`config.mk`:
```
export PLATFORM = sky130hd
export DESIGN_NAME = adc_sample_filter
export DESIGN_NICKNAME = d
export VERILOG_FILES = /design/src/rtl/adc_pkg.sv /design/src/rtl/adc_ring_buf.sv /design/src/rtl/adc_sample_filter.sv
export SDC_FILE = /design/constraint.sdc
export NUM_CORES = 1
export LEC_CHECK = 0
export BUFFER_PORTS_ARGS = -buffer_cell sky130_fd_sc_hd__clkbuf_2
export CORE_AREA = 2 2 134 123
export DETAILED_ROUTE_END_ITERATION = 12
export DIE_AREA = 0 0 136 125
export PLACE_DENSITY = 0.78
export SLEW_MARGIN = 20
export SYNTH_ARGS = -nofsm -noshare
export SYNTH_HDL_FRONTEND = slang
export SYNTH_HIERARCHICAL = 1
export SYNTH_SLANG_ARGS = --single-unit
```
`constraint.sdc`:
```
create_clock -name clk -period 11.6 [get_ports clk]
set_clock_uncertainty 0.2 [all_clocks]
set_input_delay 1.16 -clock clk [delete_from_list [all_inputs] [get_ports clk]]
set_output_delay 1.16 -clock clk [all_outputs]
set_load 0.02 [all_outputs]
```
`src/rtl/adc_pkg.sv`:
```
// Shared ADC sample definitions for the capture, filter and diagonal-distance lookup stages.
package adc_pkg;

  localparam int unsigned ADC_W = 16;

  typedef logic signed [ADC_W-1:0] adc_sample_t;

  // 20 ms at 100 MHz.
  localparam int unsigned STALE_CYCLES_DEFAULT = 2_000_000;

endpackage

```
`src/rtl/adc_ring_buf.sv`:
```
// DEPTH x ADC_W sample window storage; the read port returns the slot about to be overwritten.
module adc_ring_buf
  import adc_pkg::*;
#(
  parameter int unsigned LOG2_DEPTH = 3
) (
  input  logic                    clk,
  input  logic                    wr_en,
  input  logic [LOG2_DEPTH-1:0]   wr_ptr,
  input  logic signed [ADC_W-1:0] wr_data,
  output logic signed [ADC_W-1:0] rd_data
);

  localparam int unsigned DEPTH = 1 << LOG2_DEPTH;

  // No reset: slots are only read once the window is completely refilled.
  adc_sample_t mem [DEPTH];

  always_ff @(posedge clk) begin
    if (wr_en) begin
      mem[wr_ptr] <= wr_data;
    end
  end

  assign rd_data = mem[wr_ptr];

endmodule

```
`src/rtl/adc_sample_filter.sv`:
```
// Moving-average filter over the last 2^LOG2_DEPTH ADC samples with a stale-sensor flag.
module adc_sample_filter
  import adc_pkg::*;
#(
  parameter int unsigned LOG2_DEPTH   = 3,
  parameter int unsigned STALE_CYCLES = STALE_CYCLES_DEFAULT
) (
  input  logic                    clk,
  input  logic                    reset,
  input  logic signed [ADC_W-1:0] sample_in,
  input  logic                    sample_valid,
  input  logic                    clear,
  output logic signed [ADC_W-1:0] adc_data_avg,
  output logic                    avg_valid,
  output logic                    primed,
  output logic                    stale
);

  localparam int unsigned DEPTH = 1 << LOG2_DEPTH;
  localparam int unsigned SUM_W = ADC_W + LOG2_DEPTH;
  localparam int unsigned CNT_W = (STALE_CYCLES > 0) ? $clog2(STALE_CYCLES + 1) : 1;
  localparam logic [LOG2_DEPTH:0] FULL = (LOG2_DEPTH + 1)'(DEPTH);
  localparam logic [CNT_W-1:0] STALE_MAX = CNT_W'(STALE_CYCLES);

  if (LOG2_DEPTH < 1 || LOG2_DEPTH > 6) begin : gen_bad_depth
    $error("adc_sample_filter: LOG2_DEPTH must be in 1..6");
  end

  // Stage 1: window state.
  logic [LOG2_DEPTH-1:0]   wr_ptr_q, wr_ptr_d, wr_addr;
  logic [LOG2_DEPTH:0]     fill_q, fill_d, fill_base;
  logic signed [SUM_W-1:0] sum_q, sum_d, sum_base, in_ext, old_ext;
  adc_sample_t             old_sample, last_q;
  logic                    s1_valid_q;
  logic                    full_before;

  // Stage 2: presented output.
  adc_sample_t             avg_q, avg_d;
  logic                    avg_valid_q;
  logic                    primed_q, primed_d;
  logic                    full_q;

  logic [CNT_W-1:0]        idle_q, idle_d;

  adc_ring_buf #(
    .LOG2_DEPTH(LOG2_DEPTH)
  ) u_ring_buf (
    .clk    (clk),
    .wr_en  (sample_valid),
    .wr_ptr (wr_addr),
    .wr_data(sample_in),
    .rd_data(old_sample)
  );

  // A clear collapses the window first, so a coincident sample lands as sample 1.
  always_comb begin
    wr_addr     = clear ? '0 : wr_ptr_q;
    fill_base   = clear ? '0 : fill_q;
    sum_base    = clear ? '0 : sum_q;
    full_before = (fill_base == FULL);
    in_ext      = {{LOG2_DEPTH{sample_in[ADC_W-1]}}, sample_in};
    old_ext     = {{LOG2_DEPTH{old_sample[ADC_W-1]}}, old_sample};

    sum_d    = sum_base;
    fill_d   = fill_base;
    wr_ptr_d = wr_addr;
    if (sample_valid) begin
      sum_d    = sum_base + in_ext - (full_before ? old_ext : '0);
      fill_d   = full_before ? fill_base : fill_base + 1'b1;
      wr_ptr_d = wr_addr + 1'b1;
    end
  end

  assign full_q = (fill_q == FULL);

  // Uses the pre-edge stage-1 state, so a clear one cycle later cannot cancel this result.
  always_comb begin
    avg_d = avg_q;
    if (s1_valid_q) begin
      avg_d = full_q ? ADC_W'(sum_q >>> LOG2_DEPTH) : last_q;
    end

    primed_d = primed_q;
    if (clear) begin
      primed_d = 1'b0;
    end else if (s1_valid_q && full_q) begin
      primed_d = 1'b1;
    end
  end

  always_comb begin
    idle_d = idle_q;
    if (sample_valid) begin
      idle_d = '0;
    end else if (idle_q != STALE_MAX) begin
      idle_d = idle_q + 1'b1;
    end
  end

  always_ff @(posedge clk) begin
    if (reset) begin
      wr_ptr_q    <= '0;
      fill_q      <= '0;
      sum_q       <= '0;
      last_q      <= '0;
      s1_valid_q  <= 1'b0;
      avg_q       <= '0;
      avg_valid_q <= 1'b0;
      primed_q    <= 1'b0;
      idle_q      <= '0;
    end else begin
      wr_ptr_q    <= wr_ptr_d;
      fill_q      <= fill_d;
      sum_q       <= sum_d;
      s1_valid_q  <= sample_valid;
      avg_q       <= avg_d;
      avg_valid_q <= s1_valid_q;
      primed_q    <= primed_d;
      idle_q      <= idle_d;
      if (sample_valid) begin
        last_q <= sample_in;
      end
    end
  end

  assign adc_data_avg = avg_q;
  assign avg_valid    = avg_valid_q;
  assign primed       = primed_q;
  assign stale        = (idle_q == STALE_MAX);

endmodule

```
==> run metrics, run 1 <==
CTS clk-pin slew, worst paths=0.06 ns; TritonCTS clock tree=done; CP Class=in2reg; number of instances resized during post-cts repair=0; number of remaining DRC errors=0; Area Overhead vs Synth=11.1%; IO Pins=39; All-Layer GR Usage=26.8%; routability cong.=slightly below 1; root buffer cell=clkbuf_16; GR Overflow Total=0; Worst path depth=16; status=completed; Worst setup SP type=input pin; Leakage=4.16 nW; core area=15700 um2; Max-cap violations=0; HP Class=reg2reg; Crit. End Element=register; hold buffers post-CTS=0; Iter 0 DRT Violations=516; Max Fclk=0.188 GHz; setup tns final=0 ns; Yosys cell types=69; critical path, cell by cell=clkbuf_2 -> inv_1 -> nand2_1 -> ha_1 -> and4bb_1 -> and2_1 -> fa_1 -> inv_1 -> fa_1 -> a211oi_1 -> o21ai_1 -> o21ai_2 -> a31oi_1 -> a31oi_1 -> xnor2_1 -> a22o_1; worst skew pair latency=0.51 ns; EDFF count, synth=128; drt first pass iters=5; layout cells sized above 1=16.1%; Sink Count=210; Final Critical Period=5.32 ns; nets@finish=901; first-pass GRT wire length=35200 um; average vias per placed instance=6.06; Post-DP HPWL=14800 um; die footprint=between 15000 and 20000 um2; hold slack=0.286 ns; dominant delay contributor by cell family on the critical path=compound AO/OA/AOI/OAI gates; clock buffer depth=3; crit-path max FO=21; Seq/Total Area, Yosys=54.9%; H-tree depth=1; CP max stage delay=slightly above 0.6 ns; Syn Area/Cell=12.5 um2; RSZ-0062 raised after global routing=no; initial antenna violation count=0; num rows=44; Fin. Hold Viols=0; Async SR Flop Fraction=0%; area taken by multi-input logic gates=4120 um2; final WL=22000 um; Post-CTS Setup Bufs=0; largest net degree at the start of global routing=between 40 and 50; detailed-route via count=6419; crit path max-delay cell type=inv_1; VDD IR max=0.111 mV; CP Buf/Inv Count=3; Mapped Nets=863; Post-Syn Area=~10000 um2; ant diodes=0; Final period util=45.8%; synth warn=6; final core utilization=70.5%; die height=125 um; final setup violation count=0; Synth Register Bits=210; synthesized instance count=800; Register-to-Register Path Depth=15; slew at the pin with the worst max-slew slack=1.05 ns; final antenna-violating net count=0; Initial Util=63.4%; critical path arrival=between 5 and 6 ns; Seq. cell area=5490 um2; wire per inst=20.8 um; TritonCTS buffer count=22; Worst Hold Depth=2; fill count=1101; die width=about 140 um; P per Cell Area=156 nW/um2; ys flop type=edfxtp_1; Port Buffer Count=38; CP Data Required Time=11.80 ns; Max Slew Vio Count=0; Slew HR=30.0%; number of global-route vias before repair=6486
-- worst reg2reg max path: cells and delay by family, from the launching register on --
| family | cells | cell delay [ns] |
|---|---|---|
| AO/OA/AOI/OAI | 6 | 1.23 |
| XOR/XNOR | 1 | 0.14 |
| adder cells (fa/ha/maj) | 2 | 0.88 |
| buffers and inverters | 2 | 0.56 |
| flip-flops | 1 | 0.32 |
| multiplexers | 2 | 1.02 |
| AND/OR/NAND/NOR | 2 | 0.30 |
-- per-stage QoR --
| step | power, mW | worst slack (ns) | instance area [um2] | instances |
|---|---|---|---|---|
| floorplan | 1.03 | 6.53 | 9990 | 800 |
| global placement | 1.09 | 5.81 | 10400 | 1020 |
| detailed placement | 1.09 | 5.71 | 10400 | 1020 |
| CTS | 1.73 | 6.24 | 11100 | 1059 |
| global route | 1.80 | 5.97 | 11100 | 1060 |
| finish | 1.73 | 6.28 | 11100 | 1060 |
-- area by class of cell --
type / instances / share of cell area (%)
flip-flops and latches: 210 / 49.4
multi-input cells: 486 / 37.1
clock buffers: 24 / 5.22
repair buffers: 54 / 2.98
well taps: 207 / 2.33
inverters: 64 / 2.16
clock inverters: 15 / 0.778
-- placed cells by master, fill, tap and decap left out, types with 6 or more instances in the layout --
cell,instances
inv_1,63
ha_1,25
xnor2_1,16
nand3_1,14
mux4_2,9
mux4_1,15
nand2_1,52
a21o_1,7
edfxtp_1,128
nor2_1,74
clkbuf_2,38
nand4_1,8
dfxtp_1,82
mux2_2,24
clkinv_1,7
fa_1,18
a211oi_1,21
mux2i_1,35
a31oi_1,6
o21ai_0,10
xor2_1,19
nor2b_1,6
a22o_1,13
and2_1,15
a21oi_1,19
clkbuf_16,23
buf_4,15
-- synthesized netlist by cell type (all sizes together) (6+ instances only) --
| cell type | instances | area, um2 |
|---|---|---|
| edfxtp | 128 | 3840 |
| dfxtp | 82 | 1640 |
| nor2 | 75 | 282 |
| inv | 63 | 236 |
| nand2 | 52 | 195 |
| mux2i | 35 | 350 |
| ha | 25 | 313 |
| mux2 | 24 | 270 |
| mux4 | 24 | 597 |
| a211oi | 22 | 170 |
| a21oi | 21 | 128 |
| buf | 20 | 106 |
| clkbuf | 20 | 76.3 |
| xor2 | 19 | 166 |
| fa | 18 | 360 |
| xnor2 | 16 | 140 |
| and2 | 15 | 93.8 |
| nand3 | 14 | 70.1 |
| a22o | 13 | 114 |
| o21ai | 13 | 80.1 |
| nand4 | 9 | 62.6 |
| nor2b | 9 | 56.3 |
| a21o | 8 | 61.3 |
| nor3 | 7 | 40.0 |
| a31oi | 6 | 37.5 |
-- power breakdown --
group | switching (mW) | internal (mW)
combinational | 0.146 | 0.103
clock | 0.284 | 0.361
sequential | 0.0178 | 0.817
total | 0.448 | 1.28
-- metal layers --
metal,GRT usage (%),up-vias,routed length (um)
li1,-,2981,-
met1,37.2,3203,9590
met2,44.0,188,10700
met3,4.70,47,1230
met4,7.60,0,550
met5,0,-,0
-- worst paths after layout --
kind,from,end,slack [ns]
worst max-delay path,clear,sum_q[14]$_SDFF_PP0_,6.28
worst min-delay path,adc_data_avg[9]$_SDFFE_PP0P_,adc_data_avg[9]$_SDFFE_PP0P_,0.29
worst max register to register,wr_ptr_q[0]$_SDFF_PP0_,sum_q[14]$_SDFF_PP0_,6.85
worst min register to register,adc_data_avg[9]$_SDFFE_PP0P_,adc_data_avg[9]$_SDFFE_PP0P_,0.29
-- cells by family (layout without fill, tap and decap cells) --
group	after synthesis	after routing	synth area share, %
compound gates	114	114	8.52
xor+xnor	35	35	3.07
fa+ha+maj	43	43	6.74
buf+inv	104	157	4.23
flops	210	210	54.9
simple gates	211	211	10.3
mux	83	83	12.2
-- state kept, by name (all words and copies together) (netlist names) --
register	count
adc_data_avg	16
avg_valid	1
fill_q	4
idle_q	21
last_q	16
primed	1
s1_valid_q	1
sum_q	19
u_ring_buf/mem	128
wr_ptr_q	3
Note: power is estimated with default switching activity, not from simulation.
==> inputs of run 2 (changes only) <==
--- a/config.mk
+++ b/config.mk
@@ -6,10 +6,10 @@
 export NUM_CORES = 1
 export LEC_CHECK = 0
 export BUFFER_PORTS_ARGS = -buffer_cell sky130_fd_sc_hd__clkbuf_2
-export CORE_AREA = 2 2 134 123
+export CORE_AREA = 2 2 137 126
 export DETAILED_ROUTE_END_ITERATION = 12
-export DIE_AREA = 0 0 136 125
-export PLACE_DENSITY = 0.78
+export DIE_AREA = 0 0 139 128
+export PLACE_DENSITY = 0.75
 export SLEW_MARGIN = 20
 export SYNTH_ARGS = -nofsm -noshare
 export SYNTH_HDL_FRONTEND = slang
==> constraint.sdc (replaced) <==
create_clock -name clk -period 5.1 [get_ports clk]
set_clock_uncertainty 0.2 [all_clocks]
set_input_delay 0.51 -clock clk [delete_from_list [all_inputs] [get_ports clk]]
set_output_delay 0.51 -clock clk [all_outputs]
set_load 0.02 [all_outputs]
==> run 2 against run 1 <==
  * Power is 130% higher
  * Worst setup slack worse by 6.0 ns
  * Via count is 0.17% higher
  * First-iteration DRC count is 16% lower
  * Combinational power is 130% higher
  * Non-clock buffer count is 8 higher
  * Critical path depth is 1 lower
  * Critical path type is now reg2reg
  * Critical endpoint unchanged
  * Highest routed layer unchanged
==> run metrics, run 2 (synthesis results as in run 1) <==
Iter 0 DRT Violations=432 (was 516); Pwr Total=4.02 mW (was 1.73 mW); Worst setup SP type=register (was input pin); die width=139 um (was 136 um); Area after DPL=10500 um2 (was 10400 um2); status=completed (unchanged); routability cong.=0.907 (was 0.972); Port Buffer Count=38 (unchanged); CP max stage delay=0.63 ns (was 0.61 ns); TritonCTS buffer count=22 (unchanged); Hold Path Sink=u_ring_buf/mem[2][7]$_DFFE_PP_ (was adc_data_avg[9]$_SDFFE_PP0P_); die footprint=17800 um2 (was 17000 um2); P per Cell Area=359 nW/um2 (was 156 nW/um2); CP dominant cell by count=a31oi_1; wire per inst=19.8 um (was 20.8 um); final antenna-violating net count=0 (unchanged); final core utilization=68.1% (was 70.5%); core area=16400 um2 (was 15700 um2); detailed-route via count=6430 (was 6419); CP Data Required Time=5.29 ns (was 11.80 ns); number of remaining DRC errors=0 (unchanged); commonest non-fill, non-tap cell in the layout=edfxtp_1 (unchanged); slew at the pin with the worst max-slew slack=0.982 ns (was 1.05 ns); CTS clk-pin slew, worst paths=0.06 ns (about the same); Max-cap violations=0 (unchanged); final WL=21300 um (was 22000 um); root buffer cell=clkbuf_16 (unchanged); CP Class=reg2reg (was in2reg); flop-to-flop setup slack=0.32 ns (was 6.85 ns); Post-CTS Setup Bufs=0 (unchanged); Final Critical Period=approximately 4.8 ns; IO Pins=39 (unchanged); final setup violation count=0 (unchanged); worst skew pair latency=0.49 ns (was 0.51 ns); switching part of the total=24.6% (was 25.9%); area taken by multi-input logic gates=4120 um2 (unchanged); RSZ-0062 raised after global routing=no (unchanged); critical path, cell by cell=nor2b_4 -> buf_4 -> mux4_1 -> mux2_2 -> and2_1 -> fa_1 -> inv_1 -> ha_1 -> o21a_1 -> o2111a_1 -> o21ai_2 -> a31oi_1 -> a31oi_1 -> xnor2_1 -> a22o_1 (was clkbuf_2 -> inv_1 -> nand2_1 -> ha_1 -> and4bb_1 -> and2_1 -> fa_1 -> inv_1 -> fa_1 -> a211oi_1 -> o21ai_1 -> o21ai_2 -> a31oi_1 -> a31oi_1 -> xnor2_1 -> a22o_1); Clk pwr share=38.8% (was 37.4%); Max Slew Vio Count=0 (unchanged); TritonCTS clock tree=done (unchanged); Post-DP HPWL=14400 um (was 14800 um); Seq. cell area=5490 um2 (about the same); All-Layer GR Usage=24.6% (was 26.8%); ant diodes=0 (unchanged); most frequent cells in the layout=edfxtp_1, dfxtp_1, nor2_1 (unchanged); capture point of the worst reg-to-reg path=sum_q[14]$_SDFF_PP0_ (unchanged); clock buffer depth=3 (unchanged); Combinational Power Share=14.0% (was 14.4%); layout cells sized above 1=16.9% (was 16.1%); Worst Hold Depth=1 (was 2); nets@finish=909 (was 901); Max Fclk=0.209 GHz; crit path max-delay cell type=nor2b_4 (was inv_1); Sink Count=210 (unchanged); die height=128 um (was 125 um); Register-to-Register Path Depth=15 (unchanged); number of global-route vias before repair=6342 (was 6486); post-route cell area=11200 um2 (was 11100 um2); GR Overflow Total=0 (unchanged); initial antenna violation count=0 (unchanged); VDD IR max=0.309 mV (was 0.111 mV); fill count=1201 (was 1101); switching pwr=0.989 mW (was 0.448 mW); setup tns final=0 ns (unchanged); max reg flops=128 (unchanged); HP Class=in2reg (was reg2reg); num rows=45 (was 44); Final period util=a little over nine tenths; H-tree depth=1 (unchanged); internal power=3.03 mW (was 1.28 mW); Slew HR=34.2% (was 30.0%); min-delay src=sample_in[7] (was adc_data_avg[9]$_SDFFE_PP0P_); Fin. Hold Viols=0 (unchanged); drt first pass iters=5 (unchanged); number of instances resized during post-cts repair=0 (unchanged); hold buffers post-CTS=0 (unchanged); crit-path max FO=21 (unchanged); critical path arrival=4.97 ns (was 5.52 ns); biggest regs=u_ring_buf/mem x128, idle_q x21, sum_q x19 (unchanged); Initial Util=60.8% (was 63.4%); Biggest register=u_ring_buf/mem (unchanged); largest net degree at the start of global routing=49 (unchanged); Crit. End Element=register (unchanged); Leakage=4.23 nW (was 4.16 nW); reg2reg start=wr_ptr_q[0]$_SDFF_PP0_ (unchanged); average vias per placed instance=5.99 (was 6.06); Area Overhead vs Synth=12.0% (was 11.1%); hold slack=0.169 ns (was 0.286 ns); part of the power in registers=47.2% (was 48.3%); first-pass GRT wire length=34400 um (was 35200 um)
-- run 2: layer usage --
layer / global-route usage [%] / vias to the layer above / part of all wire (%)
met5: 0 / - / 0
met4: 5.76 / 0 / 1.9
met2: 41.0 / 179 / 48
met1: 34.9 / 3226 / 45
li1: - / 2995 / -
met3: 3.59 / 30 / 5.1
-- run 2: cell type report --
cell class / count / area share, %
multi-input cells: 486 / 36.8
repair buffers: 62 / 3.31
clock inverters: 8 / 0.570
inverters: 64 / 2.15
clock buffers: 32 / 5.80
well taps: 211 / 2.36
flip-flops and latches: 210 / 49.0
-- run 2: worst max-delay path: cells and delay by family, from the launching register on --
| kind | cells | cell delay (ns) |
|---|---|---|
| buffers and inverters | 2 | 0.40 |
| xor gates and xnor gates | 1 | 0.09 |
| adders and majority gates | 2 | 0.85 |
| muxes | 2 | 0.87 |
| DFF | 1 | 0.31 |
| and+or+nand+nor | 2 | 0.79 |
| AOI/OAI and AO/OA | 6 | 1.15 |
-- run 2: power by group through the flow --
| stage | logic, mW | clock network, mW | registers, mW |
|---|---|---|---|
| 4_1_cts | 0.561 | 1.59 | 1.90 |
| 3_3_place_gp | 0.546 | 0 | 1.93 |
| 3_5_place_dp | 0.556 | 0 | 1.93 |
| 6_report | 0.563 | 1.56 | 1.90 |
| 5_1_grt | 0.625 | 1.67 | 1.90 |
| 2_1_floorplan | 0.412 | 0 | 1.93 |
-- run 2: how the worst max path moves through the flow --
stage,slack [ns],start,endpoint,cells after the start
final,0.32,wr_ptr_q[0]$_SDFF_PP0_,sum_q[14]$_SDFF_PP0_,15
after floorplan,0.68,clear,sum_q[18]$_SDFF_PP0_,16
after global placement,0.13,clear,sum_q[18]$_SDFF_PP0_,16
after CTS,0.36,wr_ptr_q[0]$_SDFF_PP0_,sum_q[18]$_SDFF_PP0_,15
after detailed placement,0.05,clear,sum_q[18]$_SDFF_PP0_,16
after global routing,0.04,wr_ptr_q[0]$_SDFF_PP0_,sum_q[14]$_SDFF_PP0_,15
-- run 2: through the flow --
step | setup WS (ns) | instances
2_1_floorplan | 0.680 | 800
3_3_place_gp | 0.129 | 1033
3_5_place_dp | 0.0454 | 1033
4_1_cts | 0.364 | 1073
5_1_grt | 0.0389 | 1073
6_report | 0.319 | 1073
==> inputs of run 3 (changes only) <==
--- a/config.mk
+++ b/config.mk
@@ -9,7 +9,7 @@
 export CORE_AREA = 2 2 137 126
 export DETAILED_ROUTE_END_ITERATION = 12
 export DIE_AREA = 0 0 139 128
-export PLACE_DENSITY = 0.75
+export PLACE_DENSITY_LB_ADDON = 0.08
 export SLEW_MARGIN = 20
 export SYNTH_ARGS = -nofsm -noshare
 export SYNTH_HDL_FRONTEND = slang
==> run 3 against run 2 <==
  * Sequential cell count is the same
  * Largest cell class unchanged
  * Combinational power grew 0.9%
  * Global-route usage grew 0.78 points
  * Wire length grew 3.3%
  * Hold slack lost 0.019 ns
==> run metrics, run 3 (synthesis results as in run 1) <==
Final Critical Period=4.78 ns (about the same); largest net degree at the start of global routing=48 (was 49); number of instances resized during post-cts repair=0 (unchanged); root buffer cell=clkbuf_16 (unchanged); initial antenna violation count=0 (unchanged); layout cells sized above 1=17.3% (was 16.9%); Max Fclk=0.209 GHz (about the same); final setup violation count=0 (unchanged); Place WS=-0.0472 ns (was 0.0454 ns); post-route setup slack=0.317 ns (was 0.319 ns); commonest non-fill, non-tap cell in the layout=edfxtp_1 (unchanged); Leakage=4.24 nW (was 4.23 nW); core area=16400 um2 (unchanged); number of remaining DRC errors=0 (unchanged); num rows=45 (unchanged); HP Class=in2reg (unchanged); final antenna-violating net count=0 (unchanged); biggest regs=u_ring_buf/mem x128, idle_q x21, sum_q x19 (unchanged); die footprint=17800 um2 (unchanged); Crit. End Element=register (unchanged); CTS clk-pin slew, worst paths=0.06 ns (about the same); die height=128 um (unchanged); nets@finish=914 (was 909); Area Overhead vs Synth=12.4% (was 12.0%); reg2reg start=wr_ptr_q[0]$_SDFF_PP0_ (unchanged); hold buffers post-CTS=0 (unchanged); H-tree depth=1 (unchanged); routability cong.=0.902 (was 0.907); final WL=22000 um (was 21300 um); slew at the pin with the worst max-slew slack=1.08 ns (was 0.982 ns); most frequent cells in the layout=edfxtp_1, dfxtp_1, nor2_1 (unchanged); average vias per placed instance=5.97 (was 5.99); Max Slew Vio Count=0 (unchanged); Hold Path Sink=u_ring_buf/mem[6][11]$_DFFE_PP_ (was u_ring_buf/mem[2][7]$_DFFE_PP_); Worst setup SP type=register (unchanged); status=completed (unchanged); ant diodes=0 (unchanged); max reg flops=128 (unchanged); clock buffer depth=3 (unchanged); number of global-route vias before repair=6510 (was 6342); Post-DP HPWL=14900 um (was 14400 um); P per Cell Area=360 nW/um2 (was 359 nW/um2); min-delay src=sample_in[11] (was sample_in[7]); Register-to-Register Path Depth=15 (unchanged); TritonCTS clock tree=done (unchanged); Final period util=93.8% (about the same); CP Class=reg2reg (unchanged); Port Buffer Count=38 (unchanged); first-pass GRT wire length=35300 um (was 34400 um); Worst Hold Depth=1 (unchanged); detailed-route via count=6436 (was 6430); Slew HR=27.5% (was 34.2%); Initial Util=60.8% (unchanged); VDD IR max=0.332 mV (was 0.309 mV); All-Layer GR Usage=25.4% (was 24.6%); drt first pass iters=5 (unchanged); critical path arrival=4.98 ns (was 4.97 ns); Pwr Total=4.04 mW (was 4.02 mW); Fin. Hold Viols=0 (unchanged); Biggest register=u_ring_buf/mem (unchanged); capture point of the worst reg-to-reg path=sum_q[14]$_SDFF_PP0_ (unchanged); worst skew pair latency=0.50 ns (was 0.49 ns); Iter 0 DRT Violations=411 (was 432); Sink Count=210 (unchanged); wire per inst=20.4 um (was 19.8 um); die width=139 um (unchanged); flop-to-flop setup slack=0.32 ns (about the same); RSZ-0062 raised after global routing=no (unchanged); GR Overflow Total=0 (unchanged); Max-cap violations=0 (unchanged); crit-path max FO=10 (was 21); TritonCTS buffer count=22 (unchanged); CP Data Required Time=5.29 ns (about the same); IO Pins=39 (unchanged)
-- run 3: cell types whose count changed in the layout (fill, tap and decap cells not counted), moves of 2 or more --
cell,previous run,this run
buf_4,24,28
clkbuf_8,4,0
clkinv_1,4,8
clkbuf_1,5,2
clkinv_2,3,1
inv_6,0,2
-- run 3: timing repair --
item                                   CTS  global route
setup endpoints to repair                0             1
setup buffers                            0             0
endpoints found under the hold margin    0             0
-- run 3: stage by stage --
| stage | util [%] | std cells | TNS [ns] | instance area (um2) | hold WS (ns) |
|---|---|---|---|---|---|
| final | 68.3 | 1078 | 0 | 11200 | 0.150 |
| after global routing | 68.3 | 1078 | 0 | 11200 | 0.148 |
| after CTS | 68.2 | 1077 | 0 | 11200 | 0.124 |
| after detailed placement | 63.9 | 1037 | -0.0472 | 10500 | 0.281 |
| after global placement | 63.9 | 1037 | 0 | 10500 | 0.275 |
| after floorplan | - | 800 | 0 | 9990 | 0.242 |
-- run 3: final cells by class --
type | count | area, um2
sequential | 210 | 5490
fill | 1246 | 5210
multi-input combinational | 487 | 4130
clock buffer | 25 | 583
timing repair buffer | 66 | 400
tap | 211 | 264
inverter | 64 | 240
clock inverter | 15 | 130
-- run 3: critical path, stage by stage (launching register included) --
cell and delay, ns:
dfxtp_1 0.39, nor2b_4 0.46, buf_4 0.25, mux4_1 0.57, mux2_2 0.28, and2_1 0.18
fa_1 0.52, inv_1 0.05, ha_1 0.38, o211ai_1 0.12, o21ai_1 0.38, o21ai_2 0.15
a31oi_1 0.25, a31oi_1 0.14, xnor2_1 0.15, a22o_1 0.20
-- run 3: routing by layer --
metal / vias to the layer above / track usage, % / share of wire [%]
met5: - / 0 / 0
met4: 0 / 6.18 / 1.9
met3: 29 / 4.22 / 4.7
met2: 151 / 42.8 / 48
met1: 3245 / 35.1 / 46
li1: 3011 / - / -
-- run 3: worst max-delay path by stage --
stage,cells past startpoint,to,slack (ns),startpoint
after floorplan,16,sum_q[18]$_SDFF_PP0_,0.68,clear
after global placement,16,sum_q[14]$_SDFF_PP0_,0.02,clear
after detailed placement,16,sum_q[14]$_SDFF_PP0_,-0.05,clear
after CTS,15,sum_q[14]$_SDFF_PP0_,0.23,wr_ptr_q[0]$_SDFF_PP0_
after global routing,15,sum_q[14]$_SDFF_PP0_,0.08,wr_ptr_q[0]$_SDFF_PP0_
final,15,sum_q[14]$_SDFF_PP0_,0.32,wr_ptr_q[0]$_SDFF_PP0_
-- run 3: where the power goes --
part | switching, mW | internal (mW)
Clock | 0.655 | 0.925
Sequential | 0.0391 | 1.86
Combinational | 0.326 | 0.242
Total | 1.02 | 3.02
